<file path="src/rtl/timer_clock_select.sv">
// Count-clock generator for the 8-bit timer: one shared prescaler, and per channel
// a selectable internal tick or a synchronised, edge-qualified external TMCI input.
module timer_clock_select #(
  parameter int unsigned NUM_CH               = 2,
  parameter int unsigned CLK_SELECT_BIT_WIDTH = 3,
  parameter int unsigned PRESCALE_WIDTH       = 13
) (
  input  logic                                   clk,
  input  logic                                   rst,
  input  logic [NUM_CH-1:0]                      TMCI,
  input  logic [NUM_CH*CLK_SELECT_BIT_WIDTH-1:0] clock_select,
  input  logic [NUM_CH*2-1:0]                    edge_select,
  output logic [NUM_CH-1:0]                      count_en,
  output logic [NUM_CH-1:0]                      ext_sel
);

  typedef enum logic [2:0] {
    CS_STOP    = 3'b000,
    CS_DIV1    = 3'b001,
    CS_DIV2    = 3'b010,
    CS_DIV8    = 3'b011,
    CS_DIV64   = 3'b100,
    CS_DIV1024 = 3'b101,
    CS_DIV8192 = 3'b110,
    CS_EXT     = 3'b111
  } clk_sel_e;

  logic [PRESCALE_WIDTH-1:0] prescaler;
  logic [NUM_CH-1:0]         sync1, sync2, sync3;
  logic [NUM_CH-1:0]         rise, fall;
  logic [NUM_CH-1:0]         count_en_d, ext_sel_d;
  logic                      tick_2, tick_8, tick_64, tick_1024, tick_8192;
  clk_sel_e                  code;
  logic [1:0]                mode;
  logic                      ext_edge;

  always_ff @(posedge clk) begin
    if (rst) begin
      prescaler <= '0;
    end else begin
      prescaler <= prescaler + 1'b1;
    end
  end

  always_comb begin
    tick_2    = prescaler[0];
    tick_8    = &prescaler[2:0];
    tick_64   = &prescaler[5:0];
    tick_1024 = &prescaler[9:0];
    tick_8192 = &prescaler[12:0];
  end

  // The external path keeps running regardless of select, so switching to TMCI
  // sees an already-settled history.
  always_ff @(posedge clk) begin
    if (rst) begin
      sync1 <= '0;
      sync2 <= '0;
      sync3 <= '0;
    end else begin
      sync1 <= TMCI;
      sync2 <= sync1;
      sync3 <= sync2;
    end
  end

  assign rise = sync2 & ~sync3;
  assign fall = ~sync2 & sync3;

  always_comb begin
    count_en_d = '0;
    ext_sel_d  = '0;
    code       = CS_STOP;
    mode       = 2'b00;
    ext_edge   = 1'b0;
    for (int unsigned n = 0; n < NUM_CH; n++) begin
      code     = clk_sel_e'(clock_select[n*CLK_SELECT_BIT_WIDTH +: CLK_SELECT_BIT_WIDTH]);
      mode     = edge_select[2*n +: 2];
      ext_edge = mode[1] ? (rise[n] | fall[n]) : (mode[0] ? fall[n] : rise[n]);
      case (code)
        CS_STOP:    count_en_d[n] = 1'b0;
        CS_DIV1:    count_en_d[n] = 1'b1;
        CS_DIV2:    count_en_d[n] = tick_2;
        CS_DIV8:    count_en_d[n] = tick_8;
        CS_DIV64:   count_en_d[n] = tick_64;
        CS_DIV1024: count_en_d[n] = tick_1024;
        CS_DIV8192: count_en_d[n] = tick_8192;
        CS_EXT:     count_en_d[n] = ext_edge;
        default:    count_en_d[n] = 1'b0;
      endcase
      ext_sel_d[n] = (code == CS_EXT);
    end
  end

  always_ff @(posedge clk) begin
    if (rst) begin
      count_en <= '0;
      ext_sel  <= '0;
    end else begin
      count_en <= count_en_d;
      ext_sel  <= ext_sel_d;
    end
  end

endmodule
</file>
<file path="config.mk">
export PLATFORM = sky130hd
export DESIGN_NAME = timer_clock_select
export DESIGN_NICKNAME = d
export VERILOG_FILES = /design/src/rtl/timer_clock_select.sv
export SDC_FILE = /design/constraint.sdc
export NUM_CORES = 1
export LEC_CHECK = 0
export CORE_MARGIN = 2
export CORE_UTILIZATION = 51
export DETAILED_ROUTE_END_ITERATION = 16
export GPL_ROUTABILITY_DRIVEN = 0
export GPL_TIMING_DRIVEN = 0
export PLACE_DENSITY_LB_ADDON = 0.2
export SYNTH_ARGS = -nofsm -noshare
export SYNTH_HDL_FRONTEND = slang
export SYNTH_SLANG_ARGS = --single-unit
</file>
<file path="constraint.sdc">
create_clock -name clk -period 1.75 [get_ports clk]
set_input_delay 0.35 -clock clk [delete_from_list [all_inputs] [get_ports clk]]
set_output_delay 0.35 -clock clk [all_outputs]
set_load 0.05 [all_outputs]
</file>
; Word level (Yosys, flattened, before mapping)
; Cells that the tools add are included.
[totals]
ff_bits = 23
word_cells = 39
in_bits = 14
[op_classes]
eq_ne = 14
bitwise_logic = 6
muxes = 6
reduce_logical = 6
n_addsub = 1
[op_table]
columns = op, count
row1 = "equality test 3 bit, second input constant", 8
row2 = case mux 1 bit (8 select lines), 2
row3 = "adder 13 x 1 -> 13 bit, second input constant", 1
row4 = AND reduction 13 bit, 1
row5 = "equality test 3 x 2 -> 1 bit, second input constant", 4
row6 = AND reduction 10 bit, 1
row7 = "equality test 3 x 1 -> 1 bit, second input constant", 2
row8 = logical NOT 3 bit, 2
row9 = AND reduction 6 bit, 1
row10 = AND 2 bit, 2
row11 = 2-to-1 mux 1 bit, 4
row12 = NOT 2 bit, 2
row13 = AND reduction 3 bit, 1
row14 = OR 1 bit, 2

; Depth between registers and ports, before layout
[depth]
ltp_word = 5
depth_mapped = 6

; Worst setup path before layout
; OpenSTA, ideal clock, no wires.
[synth_timing]
kind = register to register
start = register prescaler[0]
end = register count_en[1]
slack_ns = 0.324
required_ns = 1.671
setup_time_ns = 0.079
path_buffers = 0
arrival_ns = 1.346
path_stages_with_launch = 6
cell_sequence = dfxtp_1 -> ha_1 -> nand3_2 -> o41ai_2 -> o22ai_1 -> a211oi_2
[synth_between]
elab_chain_len = 2
word_cells_on_any_way = 5
cone_classes = mux (1) / reduce/logical (4)
[synth_rtl]
columns = item, line
row1 = "start, declared", 28  ; logic [PRESCALE_WIDTH-1:0] prescaler;
row2 = "start signal, assigned", 41  ; prescaler <= prescaler + 1'b1;
row3 = "AND reduction 13 bit, or another cell as far along", 50  ; tick_8192 = &prescaler[12:0];
row4 = case mux 1 bit (8 select lines) (*), 80  ; case (code)
row5 = "end signal, assigned", 100  ; count_en <= count_en_d;
row6 = "end, declared", 13  ; output logic [NUM_CH-1:0] count_en,
; Every way passes the cells marked *; elsewhere a longest branch is shown, timed or not.
; A chain may end at the register's enable or synchronous reset.

; Worst setup path in the final report
; Same ends and word-level chain as after synthesis.

==> qor.txt <==
Fin Setup TNS = 0 ps
Layout cells sized above 1 = 9.23%
Synth warn = 0
Hold Violations, Final = 0
Post-CTS Setup Inserts = 0
Vias/cell = 5.29
CTS root buffer = clkbuf_4
Syn_area_per_cell = 9.67 sq um
Tcrit/Tclk final = 89.3%
Cell Area, Synth = 1050 sq um
Max incr delay on CP = 400 ps
PD cells = 706 nW/um^2
Core Region = 1960 sq um
Resized Gates After CTS = 4
Largest area contributor in the netlist = dfxtp_1
First-pass GRT wire length = 3570 microns
PortBufs = 17
Critical path class = flip-flop to flip-flop
Die Wd = 49.5 microns
CTS tree = yes
Leak = 0.480 nW
Post-synthesis sequential area ratio = 43.7%
VDD IR-drop max = 457 uV
Antenna viol nets, final = 0
Slowest CP cell = dfxtp_2
Antenna violations before repair = 0
Sw power = 219 uW
Most common library cell in the layout ignoring fill and taps = dfxtp_1
FF-to-FF Start = prescaler[0]
Placed insts = 153
RSZ-0062 raised after global routing = false
Rel. slew slack = 65.5%
Synth top area cells = dfxtp_1 (44%), ha_1 (7.1%), nor2_1 (5.3%), nor2b_1 (4.2%), xnor2_1 (4.2%)
Hold Crit Class = flip-flop to flip-flop
Clock transition at the registers of the reported paths = 120 ps
CTS Hold Buffers Added = 0
Fin cells = 157
Vias in the first global route = 804
Sw Ratio = 24.2%
Syn_nets = 129
CTS HTree Levels = 1
Gr usage total = 19.1%
Final instance area = 1280 sq um
Worst path cell trace = ha_1 > nand3_2 > o41ai_2 > o22ai_1 > a211oi_2
Outcome = finished, final reports clean
Seq pwr share = 60.8%
P_int = 684 uW
Commonest cells after routing, fill and taps aside = dfxtp_1 (22), nor2_1 (15), clkdlybuf4s50_1 (13)
Max-cap viol count = 0
Die area = 2450 sq um
Crit path to = count_en[1]
Vias = 830
R2R setup slack = 190 ps
Post-DP Area = 1260 sq um
WL final = 1970 microns
Share of the synthesized area in the top cell type = 43.7%
Total CTS buffers = 3
Clk sink count = 23
Comb pwr share = 12.2%
DR WL/cell = 12.5 microns
Max-slew violation count = 0
Distinct cells, synth = 34
Clk pwr share = 27.1%
Crit. End Element = flip-flop
R2r endpoint = count_en[1]
Crit path buf inv count = 0
Largest net degree at the start of global routing = 13
Num ports = 18
Tmin final = 1560 ps
Clk buf depth = 2
Maximum clock frequency = 640 MHz
FF+latch count, synth = 23
CP max FO = 7
Reg2Reg Depth = 5
DRT iter0 DRCs = 5
Grt total ovfl = 0
Crit path DAT = 1800 ps
Final Skew = 4.27 ps
Die Span Y = 49.5 microns
Area Overhead vs Synth = 21.5%
# diodes = 0
Worst skew pair latency = 310 ps
Drt pass-1 iters = 4
Drt drc = 0
Slew at the pin closest to its max-slew limit = 518 ps
Cell family with most CP delay = compound AO/OA/AOI/OAI gates
Setup crit start = prescaler[0]
Endpoints failing setup = 0
Final layout net count = 151
Row count = 16
Synthesized netlist cell count = 109
Final HPWL DP = 1520 microns
Critical path depth in cells = 5
Critical path startpoint category = flip-flop
Starting Density = 53.7%
WP data required = 1990 ps
## synth_stat cells
master    number
xnor2_1        5
nor4b_2        1
nand2_1        6
nand4_4        1
dfxtp_1       23
o21ba_2        1
a211oi_1       1
and4_1         1
o22ai_1        1
o41ai_2        1
ha_1           6
nor2_1        15
nand3_2        1
o31ai_1        1
inv_1          6
xor2_1         4
o21bai_1       1
a211oi_2       1
nand3_1        3
or3_1          1
o21ai_0        2
nand4_1        1
nor2b_1        7
nor3b_1        3
and4b_1        1
mux2i_1        2
o21ai_1        1
a21oi_1        4
clkbuf_1       2
mux2_2         1
nor4_1         1
nor3_2         1
nand2b_1       2
a41oi_1        1
## state kept, by name, indices dropped and copies added, names as in the netlist
name,flops
count_en,2
sync1,2
sync2,2
prescaler,13
sync3,2
ext_sel,2
## cells by family after synthesis
logic type      synth area share [%]
simple gates                    25.3
flops                           43.7
compound gates                  10.6
xor+xnor                        7.48
buf+inv                         2.85
fa+ha+maj                       7.13
mux                             2.97
## cell type report
type                            instances  area (sq um)
Fill cell                             180           682
Multi-Input combinational cell         78           563
Sequential cell                        23           462
Timing Repair Buffer                   17           165
Tap cell                               27          33.8
Clock buffer                            4          26.3
Inverter                                6          22.5
Buffer                                  2          7.51
## worst min-delay path by stage
| stage | startpoint | to | depth (start not counted) |
|---|---|---|---|
| 6_report | sync1[0] | sync2[0] | 1 |
| 5_1_grt | sync1[0] | sync2[0] | 1 |
| 4_1_cts | sync1[0] | sync2[0] | 1 |
| 3_5_place_dp | sync1[0] | sync2[0] | 1 |
| 3_3_place_gp | sync1[1] | sync2[1] | 1 |
| 2_1_floorplan | sync1[0] | sync2[0] | 1 |
## power groups by stage
| stage | registers (mW) | clock network (mW) | logic, mW |
|---|---|---|---|
| 2_1_floorplan | 0.574 | 0 | 0.0421 |
| 3_3_place_gp | 0.560 | 0 | 0.109 |
| 3_5_place_dp | 0.561 | 0 | 0.113 |
| 4_1_cts | 0.549 | 0.248 | 0.112 |
| 5_1_grt | 0.551 | 0.273 | 0.120 |
| 6_report | 0.549 | 0.245 | 0.110 |
## metrics by stage
stage	setup WS, ps	hold slack (ps)	total power, mW	utilization (%)
global placement	171	422	0.669	64.1
floorplan	324	414	0.616	-
global route	42.6	491	0.945	65.2
CTS	103	464	0.909	65.2
finish	187	459	0.903	65.2
detailed placement	142	432	0.674	64.1
## per-layer routing
layer | wire, microns | up-vias | global-route usage, %
met4 | 36 | 0 | 6.94
met5 | 0 | - | 0
met2 | 961 | 16 | 33.8
li1 | - | 419 | -
met1 | 905 | 390 | 23.3
met3 | 66 | 5 | 3.33
Note: power is estimated with default switching activity, not from simulation.
==> edit, RTL diff (config.mk and constraints unchanged) <==
Add an input register stage for `TMCI` and `edge_select`, with the module's reset; this delays them by one clock.
--- a/src/rtl/timer_clock_select.sv
+++ b/src/rtl/timer_clock_select.sv
@@ -25,4 +25,17 @@
     CS_EXT     = 3'b111
   } clk_sel_e;
+
+  logic [NUM_CH-1:0] TMCI_q;
+  logic [NUM_CH*2-1:0] edge_select_q;
+
+  always_ff @(posedge clk) begin
+    if (rst) begin
+      TMCI_q        <= '0;
+      edge_select_q <= '0;
+    end else begin
+      TMCI_q        <= TMCI;
+      edge_select_q <= edge_select;
+    end
+  end
 
   logic [PRESCALE_WIDTH-1:0] prescaler;
@@ -59,5 +72,5 @@
       sync3 <= '0;
     end else begin
-      sync1 <= TMCI;
+      sync1 <= TMCI_q;
       sync2 <= sync1;
       sync3 <= sync2;
@@ -76,5 +89,5 @@
     for (int unsigned n = 0; n < NUM_CH; n++) begin
       code     = clk_sel_e'(clock_select[n*CLK_SELECT_BIT_WIDTH +: CLK_SELECT_BIT_WIDTH]);
-      mode     = edge_select[2*n +: 2];
+      mode     = edge_select_q[2*n +: 2];
       ext_edge = mode[1] ? (rise[n] | fall[n]) : (mode[0] ? fall[n] : rise[n]);
       case (code)
Check against the original RTL: not equivalent (a bounded check fails within 4 cycles, from zero or initial values and one cycle with rst high).
==> edit against the unedited design <==
Synthesized cell count is 14% higher; setup slack better by 0.052 ns; final area is 12% higher; sequential share of layout area is 4.6 points higher; wire length is 5.3% higher; synthesized area is 13% higher; sequential power is 26% higher; sequential cell count is 6 higher; die area is 12% higher; critical path type is now reg -> out; total power is 29% higher; register-to-register slack better by 0.06 ns; combinational power is 6% lower.
==> edit: results (changes against the unedited design) <==
status=complete, no violations; Top Registers=prescaler: 13 flops, edge_select_q: 4 flops; Leak Pwr=0.5388 nW (+12%); Clock Skews=0.007309 ns (+0.003039 ns); share of cells above drive strength 1=7.432% (-1.8 points); Top delay family on crit path=buffers and inverters; CP max stage cell=dlygate4sd2_1; maximum fanout along the worst path=1 (-6); Tot GR Track Use=19.19% (+0.042 points); top sig layer=met4; largest net degree at the start of global routing=11 (-2); post-CTS sizing=4 (unchanged); Syn Nets=144 (+12%); worst rel slew slack=67.51% (+2.1 points); Fill cells=198 (+10%); die width=52.28 um (+5.7%); power share of the clock group=31.9% (+4.8 points); Buffers on Ports=16 (-1); ranking of synthesized cells by area=dfxtp_1 (49%), ha_1 (6.3%), nor2b_1 (6.3%); later-pin clock latency in the skew report=0.33 ns (+0.02 ns); total routed wirelength=2074 um (+5.3%); Post-DP HPWL=1518 um (about the same); Worst VDD drop=0.6410 mV (+40%); Cell variety after synth=32 (-5.9%); met3 wire len=127 um (+92%); Seq/Total Area, Yosys=48.84% (+5.1 points); Slowest Stage Delay on Critical Path=0.52 ns (+0.12 ns); total vias in the final route=895 (+7.8%); M1 WL=954 um (+5.4%); metal2 WL=949 um (-1.2%); DRT iter0 DRCs=9 (+4); Arr. time, crit path=1.16 ns (-0.64 ns); Final #Nets=167 (+11%); first-pass GRT wire length=3636 um (+1.9%); total CTS buffers=5 (+2); via count of the first global-routing pass=868 (+8.0%); CTS clk-pin slew, worst paths=0.08 ns (-0.04 ns); Comb power=0.000103 W (-6%); Worst Hold Class=in -> reg; Clock Tree Root=clkbuf_4; Post-Place Cell Area=1384 um2 (+10%); H-tree Lvls=2 (+1); Net Switching=0.0002755 W (+26%); Post-synth EDFFs=0 (unchanged)
[edit: layout make-up]
type	instances	area [um2]	share of cell area, %
Timing Repair Buffer	16	155.1	10.87
Inverter	8	30.03	2.103
Multi-Input combinational cell	84	566.8	39.70
Sequential cell	29	580.6	40.67
Tap cell	28	35.03	2.454
Buffer	3	11.26	0.7888
Clock buffer	8	48.80	3.418
[edit: cells by family (layout without fill, tap and decap cells)]
logic type | after synthesis | after routing | share of synthesized area [%]
compound gates | 14 | 14 | 7.475
fa+ha+maj | 6 | 6 | 6.316
flops | 29 | 29 | 48.84
buf+inv | 11 | 35 | 3.474
xor+xnor | 9 | 9 | 6.631
simple gates | 52 | 52 | 24.63
mux | 3 | 3 | 2.632
[edit: per-stage QoR]
step	power, W	setup slack [ns]	instances	util, %	hold slack [ns]
floorplan	0.0007612	0.4101	124	-	0.4138
global placement	0.0008109	0.1936	168	62.56	0.4218
detailed placement	0.0008136	0.1913	168	62.56	0.4412
CTS	0.001177	0.2230	176	64.54	0.4110
global route	0.001216	0.1216	176	64.54	0.4284
finish	0.001167	0.2384	176	64.54	0.4017
[edit: path summary, 6_finish.rpt]
| kind | startpoint | to | slack, ns | cells after the start |
|---|---|---|---|---|
| worst max-delay path | count_en[1] | count_en[1] | 0.24 | 1 |
| worst min-delay path | rst | prescaler[3] | 0.40 | 2 |
| worst max register to register | prescaler[0] | prescaler[12] | 0.25 | 5 |
| worst min register to register | sync1[0] | sync2[0] | 0.45 | 1 |
[edit: metal layers]
metal  vias to the layer above  GRT usage, %
li1                        466             -
met5                         -             0
met4                         0         8.974
met2                        17         28.69
met1                       406         22.80
met3                         6         9.714
